<file path="config.mk">
export PLATFORM = sky130hd
export DESIGN_NAME = mult_arb
export DESIGN_NICKNAME = d
export VERILOG_FILES = /design/src/rtl/mult_pkg.sv /design/src/rtl/mult_core.sv /design/src/rtl/mult_arb.sv
export SDC_FILE = /design/constraint.sdc
export NUM_CORES = 1
export LEC_CHECK = 0
export ABC_CLOCK_PERIOD_IN_PS = 5800
export BUFFER_PORTS_ARGS = -buffer_cell sky130_fd_sc_hd__buf_2
export CAP_MARGIN = 20
export CORE_MARGIN = 4
export CORE_UTILIZATION = 50
export CTS_CLUSTER_SIZE = 14
export DETAILED_ROUTE_END_ITERATION = 12
export PLACE_DENSITY = 0.73
export SYNTH_ARGS = -nofsm -noshare
export SYNTH_HDL_FRONTEND = slang
export SYNTH_SLANG_ARGS = --single-unit
</file>
<file path="constraint.sdc">
create_clock -name clk -period 5.8 [get_ports clk]
set_input_delay 0.29 -clock clk [delete_from_list [all_inputs] [get_ports clk]]
set_output_delay 0.29 -clock clk [all_outputs]
set_load 0.1 [all_outputs]
</file>
<file path="src/rtl/mult_pkg.sv">
// Shared definitions for the two-requester shared multiplier (mult_arb / mult_core).
package mult_pkg;

  localparam int MULT_WIDTH   = 8;
  localparam int MULT_LATENCY = 2;

  typedef logic req_id_t;

endpackage

</file>
<file path="src/rtl/mult_core.sv">
// Two-stage unsigned multiplier: registered operands, then registered full-width product,
// with a valid/tag pipeline travelling alongside so responses can be routed back.
module mult_core
  import mult_pkg::*;
#(
  parameter int WIDTH = MULT_WIDTH
) (
  input  logic               clk,
  input  logic               rst_n,
  input  logic               in_valid_i,
  input  logic [WIDTH-1:0]   in_a_i,
  input  logic [WIDTH-1:0]   in_b_i,
  input  req_id_t            in_tag_i,
  output logic               out_valid_o,
  output logic [2*WIDTH-1:0] out_p_o,
  output req_id_t            out_tag_o
);

  logic [WIDTH-1:0]   a_q, b_q;
  logic               stage1_valid_q;
  req_id_t            stage1_tag_q;
  logic [2*WIDTH-1:0] p_q, p_d;
  logic               out_valid_q;
  req_id_t            out_tag_q;

  // Zero-extend before multiplying so the full 2*WIDTH product is kept.
  assign p_d = {{WIDTH{1'b0}}, a_q} * {{WIDTH{1'b0}}, b_q};

  always_ff @(posedge clk) begin
    if (!rst_n) begin
      a_q            <= '0;
      b_q            <= '0;
      stage1_valid_q <= 1'b0;
      stage1_tag_q   <= 1'b0;
      p_q            <= '0;
      out_valid_q    <= 1'b0;
      out_tag_q      <= 1'b0;
    end else begin
      stage1_valid_q <= in_valid_i;
      if (in_valid_i) begin
        a_q          <= in_a_i;
        b_q          <= in_b_i;
        stage1_tag_q <= in_tag_i;
      end
      out_valid_q <= stage1_valid_q;
      out_tag_q   <= stage1_tag_q;
      if (stage1_valid_q) begin
        p_q <= p_d;
      end
    end
  end

  assign out_valid_o = out_valid_q;
  assign out_p_o     = p_q;
  assign out_tag_o   = out_tag_q;

endmodule

</file>
<file path="src/rtl/mult_arb.sv">
// Two-requester front end for a shared multiplier: arbitration, in-flight count, response demux.
// Define MULT_ARB_FIXED_PRIO_EN for fixed priority to requester 0; default is round-robin.
module mult_arb
  import mult_pkg::*;
#(
  parameter int WIDTH = MULT_WIDTH
) (
  input  logic               clk,
  input  logic               rst_n,
  input  logic               req0_valid,
  input  logic [WIDTH-1:0]   req0_a,
  input  logic [WIDTH-1:0]   req0_b,
  input  logic               req1_valid,
  input  logic [WIDTH-1:0]   req1_a,
  input  logic [WIDTH-1:0]   req1_b,
  output logic               req0_ready,
  output logic               req1_ready,
  output logic               rsp0_valid,
  output logic [2*WIDTH-1:0] rsp0_p,
  output logic               rsp1_valid,
  output logic [2*WIDTH-1:0] rsp1_p,
  output logic [1:0]         in_flight
);

  logic               grant0, grant1, hs;
  logic [WIDTH-1:0]   sel_a, sel_b;
  logic               core_valid;
  logic [2*WIDTH-1:0] core_p;
  req_id_t            core_tag;
  logic [1:0]         in_flight_q, in_flight_d;

`ifdef MULT_ARB_FIXED_PRIO_EN
  assign grant0 = req0_valid;
  assign grant1 = req1_valid & ~req0_valid;
`else
  req_id_t last_q;

  // last_q holds the requester granted at the last handshake; the other one wins a tie.
  assign grant0 = req0_valid & (~req1_valid | last_q);
  assign grant1 = req1_valid & (~req0_valid | ~last_q);

  always_ff @(posedge clk) begin
    if (!rst_n) begin
      last_q <= 1'b1;
    end else if (hs) begin
      last_q <= req1_ready;
    end
  end
`endif

  assign req0_ready = grant0 & rst_n;
  assign req1_ready = grant1 & rst_n;
  assign hs         = req0_ready | req1_ready;
  assign sel_a      = req1_ready ? req1_a : req0_a;
  assign sel_b      = req1_ready ? req1_b : req0_b;

  mult_core #(.WIDTH(WIDTH)) u_core (
    .clk        (clk),
    .rst_n      (rst_n),
    .in_valid_i (hs),
    .in_a_i     (sel_a),
    .in_b_i     (sel_b),
    .in_tag_i   (req1_ready),
    .out_valid_o(core_valid),
    .out_p_o    (core_p),
    .out_tag_o  (core_tag)
  );

  // A response leaving this cycle and a new handshake cancel out.
  assign in_flight_d = in_flight_q + {1'b0, hs} - {1'b0, core_valid};

  always_ff @(posedge clk) begin
    if (!rst_n) begin
      in_flight_q <= 2'd0;
    end else begin
      in_flight_q <= in_flight_d;
    end
  end

  assign in_flight  = in_flight_q;
  assign rsp0_valid = core_valid & (core_tag == 1'b0);
  assign rsp1_valid = core_valid & (core_tag == 1'b1);
  assign rsp0_p     = rsp0_valid ? core_p : '0;
  assign rsp1_p     = rsp1_valid ? core_p : '0;

endmodule
</file>
# == After elaboration in Yosys (flattened, before gate mapping) ==
# Index checks and enable logic that the tools add are counted.
# totals
reg_bits,39
word_cells,29
# op_classes
n_addsub,2
mul,1
muxes,4
n_bitwise,13
# op_table
cell,n
$mux 16,2
$mul 8x8->16,1
$mux 8,2
$and 1x1->1,6
$not 1->1,4
$or 1x1->1,3
$add 2x1->2,1
$sub 2x1->2,1

# == Logic depth before layout (Yosys ltp) ==
# logic_depth
ltp_word,7
depth_mapped,16
mapped_depth_nobuf,15

# == Modules after synthesis ==
# From an unflattened synthesis, not the netlist that was laid out.
# hier_totals
cells_unflattened,443
hier_area_um2,4028.9
# modules_own_cells
module,n_inst,cells_each,area_per_inst_um2
mult_core,1,369,3399.5
mult_arb,1,74,629.4

# == Least setup slack after synthesis ==
# OpenSTA, ideal clock, no wires.
# synth_timing
kind,register to register
start,register u_core.b_q[7]
end,register u_core.p_q[15] (netlist: u_core.out_p_o[15])
setup_ns,0.127
t_arrival_ns,3.982
slack_ns,1.690
path_stages_with_launch,16
path_buffers,1
synth_period_minus_slack_ns,4.110
cell_sequence,dfxtp_1 > clkbuf_1 > nand2_1 > fa_1 > fa_1 > inv_1 > fa_1 > inv_1 > fa_1 > inv_1 > ha_1 > nand2_1 > a211oi_2 > o21ai_1 > o21ai_1 > or3b_1
# synth_between
elab_chain_cells,1
# synth_lines
item,line,text
start: declaration,mult_core.sv:19,"logic [WIDTH-1:0] a_q, b_q;"
start signal: assignment,mult_core.sv:42,b_q <= in_b_i;
$mul 8x8->16,mult_core.sv:27,"assign p_d = {{WIDTH{1'b0}}, a_q} * {{WIDTH{1'b0}}, b_q};"
end signal: assignment,mult_core.sv:48,p_q <= p_d;
end: declaration,mult_core.sv:22,"logic [2*WIDTH-1:0] p_q, p_d;"
# No other way between the ends.
# A chain may end at the register's enable or synchronous reset.

# == Worst setup path after layout ==
# layout_timing
start,register u_core.a_q[0]
end,register u_core.p_q[14] (netlist: u_core.out_p_o[14])
# layout_between
elab_chain_cells,1
# layout_lines
item,line,text
start: declaration,mult_core.sv:19,
start signal: assignment,mult_core.sv:41,a_q <= in_a_i;
$mul 8x8->16,mult_core.sv:27,
# No other way between the ends.

==> reports/metrics.json <==
{
  "critPathTopFamily": {"value": "adder cells"},
  "cp_slowest_cell": {"value": "sky130_fd_sc_hd__fa_1"},
  "gp_routability_congestion": {"value": 0.8858},
  "timing.setup.critical_path_class": {"value": "reg2reg"},
  "antenna_found_initial": {"value": 0},
  "synth_top_flop_cell": {"value": "sky130_fd_sc_hd__dfxtp_1"},
  "critical_path_s_largest_stage_delay": {"value": 0.55, "unit": "ns"},
  "dr_wl_met3": {"value": 598, "unit": "um"},
  "hold_slack": {"value": 0.2266, "unit": "ns"},
  "routedWlPerCell": {"value": 13.29, "unit": "um"},
  "drtPass1Iterations": {"value": 4},
  "fp-row-count": {"value": 31},
  "final.setup.tns": {"value": 0, "unit": "ns"},
  "cts_tree": {"value": "built"},
  "dp_hpwl": {"value": 6584, "unit": "um"},
  "ys_warn_count": {"value": 0},
  "wp_data_arrival": {"value": 4.43, "unit": "ns"},
  "cp_num_buf_inv": {"value": 3},
  "timing.clock.skew": {"value": 0.004443, "unit": "ns"},
  "post_cts.repair.setup_buffers": {"value": 0},
  "floorplan.die_area": {"value": 0.009307, "unit": "mm2"},
  "n_antenna_cell": {"value": 0},
  "syn_inst": {"value": 445},
  "detail_route.drc_violations": {"value": 0},
  "timing.final.setup_violations": {"value": 0},
  "numCtsBuffers": {"value": 5},
  "synth_top_cells_by_area": {"value": "sky130_fd_sc_hd__dfxtp_1 (20%), sky130_fd_sc_hd__fa_1 (18%), sky130_fd_sc_hd__ha_1 (12%)"},
  "grt_remaining_overflow": {"value": 0},
  "crit_fanout": {"value": 9},
  "multi_input_area": {"value": 0.002823, "unit": "mm2"},
  "synth_top_cell_area_share": {"value": 0.1995},
  "max_freq": {"value": 234.3, "unit": "MHz"},
  "synth-async-reset-ratio": {"value": 0},
  "initial_core_utilization": {"value": 0.5255},
  "timing.hold.worst.class": {"value": "in2reg"},
  "cts-hold-fix-buffers": {"value": 0},
  "cp.required": {"value": 5.96, "unit": "ns"},
  "coreArea": {"value": 0.007447, "unit": "mm2"},
  "end_kind": {"value": "flop"},
  "route.met2.wl": {"value": 3608, "unit": "um"},
  "cell_with_the_most_instances_after_synthesis": {"value": "sky130_fd_sc_hd__and2_1"},
  "rsz0062_at_grt": {"value": "false"},
  "worstMarginPinSlew": {"value": 0.7639, "unit": "ns"},
  "yosys.area.top_type": {"value": "sky130_fd_sc_hd__dfxtp_1"},
  "cts_htree_levels": {"value": 2},
  "portBuffers": {"value": 73},
  "power.static_leakage": {"value": 2.609, "unit": "nW"},
  "cp_cell_sequence": {"value": "nand2_1 -> fa_1 -> fa_1 -> inv_1 -> fa_1 -> inv_1 -> fa_1 -> inv_1 -> ha_1 -> a21oi_1 -> o211ai_1 -> a31oi_1 -> xor2_1 -> a21oi_1"},
  "number_of_gates_given_a_new_drive_strength_after_cts": {"value": 0},
  "synthToLayoutAreaGrowth": {"value": 13.91, "unit": "%"},
  "layout.area.seq": {"value": 780.7, "unit": "um2"},
  "synth.top_cells.by_count": {"value": "sky130_fd_sc_hd__and2_1 (63), sky130_fd_sc_hd__inv_1 (60), sky130_fd_sc_hd__nand2_1 (52)"},
  "detail_route.vias_per_cell": {"value": 5.138},
  "postSynthNetCount": {"value": 555},
  "worstSkewPairLatency": {"value": 0.30, "unit": "ns"},
  "routed_wl": {"value": 8095, "unit": "um"},
  "grt_first_pass_wirelength": {"value": 14230, "unit": "um"},
  "final_hold_viol_count": {"value": 0},
  "synth_cell_types": {"value": 46},
  "timing.critical_path.from_type": {"value": "flop"},
  "drv_slew": {"value": 0},
  "worst_setup_hold_path_clk_slew": {"value": 0.08, "unit": "ns"},
  "ys_seq_area_frac": {"value": 0.1995},
  "gr-usage-all-layers": {"value": 0.1920},
  "synth_edf_count": {"value": 0},
  "clock-root-buffer": {"value": "sky130_fd_sc_hd__clkbuf_8"},
  "ys_ff_latch": {"value": 39},
  "max_capacitance_violation_count": {"value": 0},
  "filler_cell_count": {"value": 682},
  "clock_path_buffers": {"value": 2},
  "fin_crit_sh": {"value": 0.7360},
  "io-pin-count": {"value": 74},
  "worst_slew_margin": {"value": 0.4897},
  "maxUsedRoutingLayer": {"value": "met4"},
  "grt_pass1_vias": {"value": 3070},
  "vias": {"value": 3129},
  "cts.sinks": {"value": 39},
  "die_h": {"value": 96.48, "unit": "um"},
  "drt_iter0_drc": {"value": 117},
  "met1_length": {"value": 3830, "unit": "um"},
  "final_layout_size_suffix_gt1_frac": {"value": 0.1784},
  "grt_start_max_net_pins": {"value": 37},
  "die_x": {"value": 96.48, "unit": "um"},
  "netlist_area": {"value": 0.003914, "unit": "mm2"},
  "detail-route-antenna-nets": {"value": 0},
  "status": {"value": "finished clean"},
  "mapped_avg_cell_area": {"value": 8.795, "unit": "um2"},
  "final_net_count": {"value": 619},
  "vdd_ir_drop_max": {"value": 0.0001333, "unit": "V"},
  "cp_common_cell": {"value": "sky130_fd_sc_hd__fa_1"},
  "power.density": {"value": 174.7, "unit": "mW/mm2"},
  "finalWorstPathRequiredPeriod": {"value": 4.269, "unit": "ns"}
}
==> registers in the layout, summed over array words and instances, names as in the netlist <==
signal and count:
u_core.b_q 8, in_flight 2, u_core.stage1_tag_q 1, u_core.out_p_o 16
last_q 1, u_core.out_valid_o 1, u_core.a_q 8, u_core.stage1_valid_q 1
u_core.out_tag_o 1
==> cells by family after synthesis <==
logic type / Yosys count / share of synthesized area
and+or+nand+nor: 168 / 0.2318
buffers and inverters: 79 / 0.07928
adders and majority gates: 74 / 0.3056
AOI/OAI and AO/OA: 54 / 0.1074
DFF: 39 / 0.1995
muxes: 22 / 0.05627
xor gates and xnor gates: 9 / 0.02014
==> final timing paths <==
path	cells past startpoint	slack, ns	from	to
max	14	1.53	u_core.a_q[0]	u_core.out_p_o[14]
min	2	0.23	req1_b[5]	u_core.b_q[5]
max reg2reg	14	1.53	u_core.a_q[0]	u_core.out_p_o[14]
min reg2reg	1	0.46	u_core.stage1_tag_q	u_core.out_tag_o
==> cell usage in the layout (no fill, tap or decap), types with 2 or more instances in the layout <==
cell type,instances
sky130_fd_sc_hd__nor2b_1,11
sky130_fd_sc_hd__and2_1,63
sky130_fd_sc_hd__nor3_1,2
sky130_fd_sc_hd__ha_1,38
sky130_fd_sc_hd__nand2_1,52
sky130_fd_sc_hd__clkbuf_8,6
sky130_fd_sc_hd__and3_1,17
sky130_fd_sc_hd__or3_1,2
sky130_fd_sc_hd__o211a_1,17
sky130_fd_sc_hd__mux2i_1,22
sky130_fd_sc_hd__nor2_1,4
sky130_fd_sc_hd__inv_1,60
sky130_fd_sc_hd__xnor2_1,4
sky130_fd_sc_hd__dfxtp_1,39
sky130_fd_sc_hd__nand3_1,8
sky130_fd_sc_hd__fa_1,36
sky130_fd_sc_hd__a211oi_2,2
sky130_fd_sc_hd__buf_2,73
sky130_fd_sc_hd__o21ai_0,6
sky130_fd_sc_hd__a21oi_1,13
sky130_fd_sc_hd__xor2_1,5
sky130_fd_sc_hd__o211ai_1,3
sky130_fd_sc_hd__buf_4,2
sky130_fd_sc_hd__o21ai_1,2
==> metrics by stage <==
stage	worst slack, ns	instances	total power, mW	instance area, um2	utilization
after global routing	1.154	609	0.8282	4458	0.5986
final	1.531	609	0.7788	4458	0.5986
after global placement	1.612	601	0.5293	4337	0.5823
after floorplan	1.690	445	0.4856	3914	-
after CTS	1.523	609	0.7873	4458	0.5986
after detailed placement	1.538	601	0.5366	4337	0.5823
==> metal layers <==
layer  vias up  track usage
met5         -            0
met4         0      0.03738
met3         5      0.03563
met2        96       0.3236
met1      1455       0.2593
li1       1573            -
==> final cells by class <==
type	count	share of cell area
multi-input combinational	327	0.6332
sequential	39	0.1751
timing repair buffer	75	0.08532
inverter	61	0.05136
tap	99	0.02779
clock buffer	6	0.01852
clock inverter	2	0.008701
==> where the power goes <==
part | internal (mW) | switching [mW]
combinational | 0.0802 | 0.130
clock | 0.142 | 0.107
sequential | 0.288 | 0.0324
Note: power is estimated with default switching activity, not from simulation.
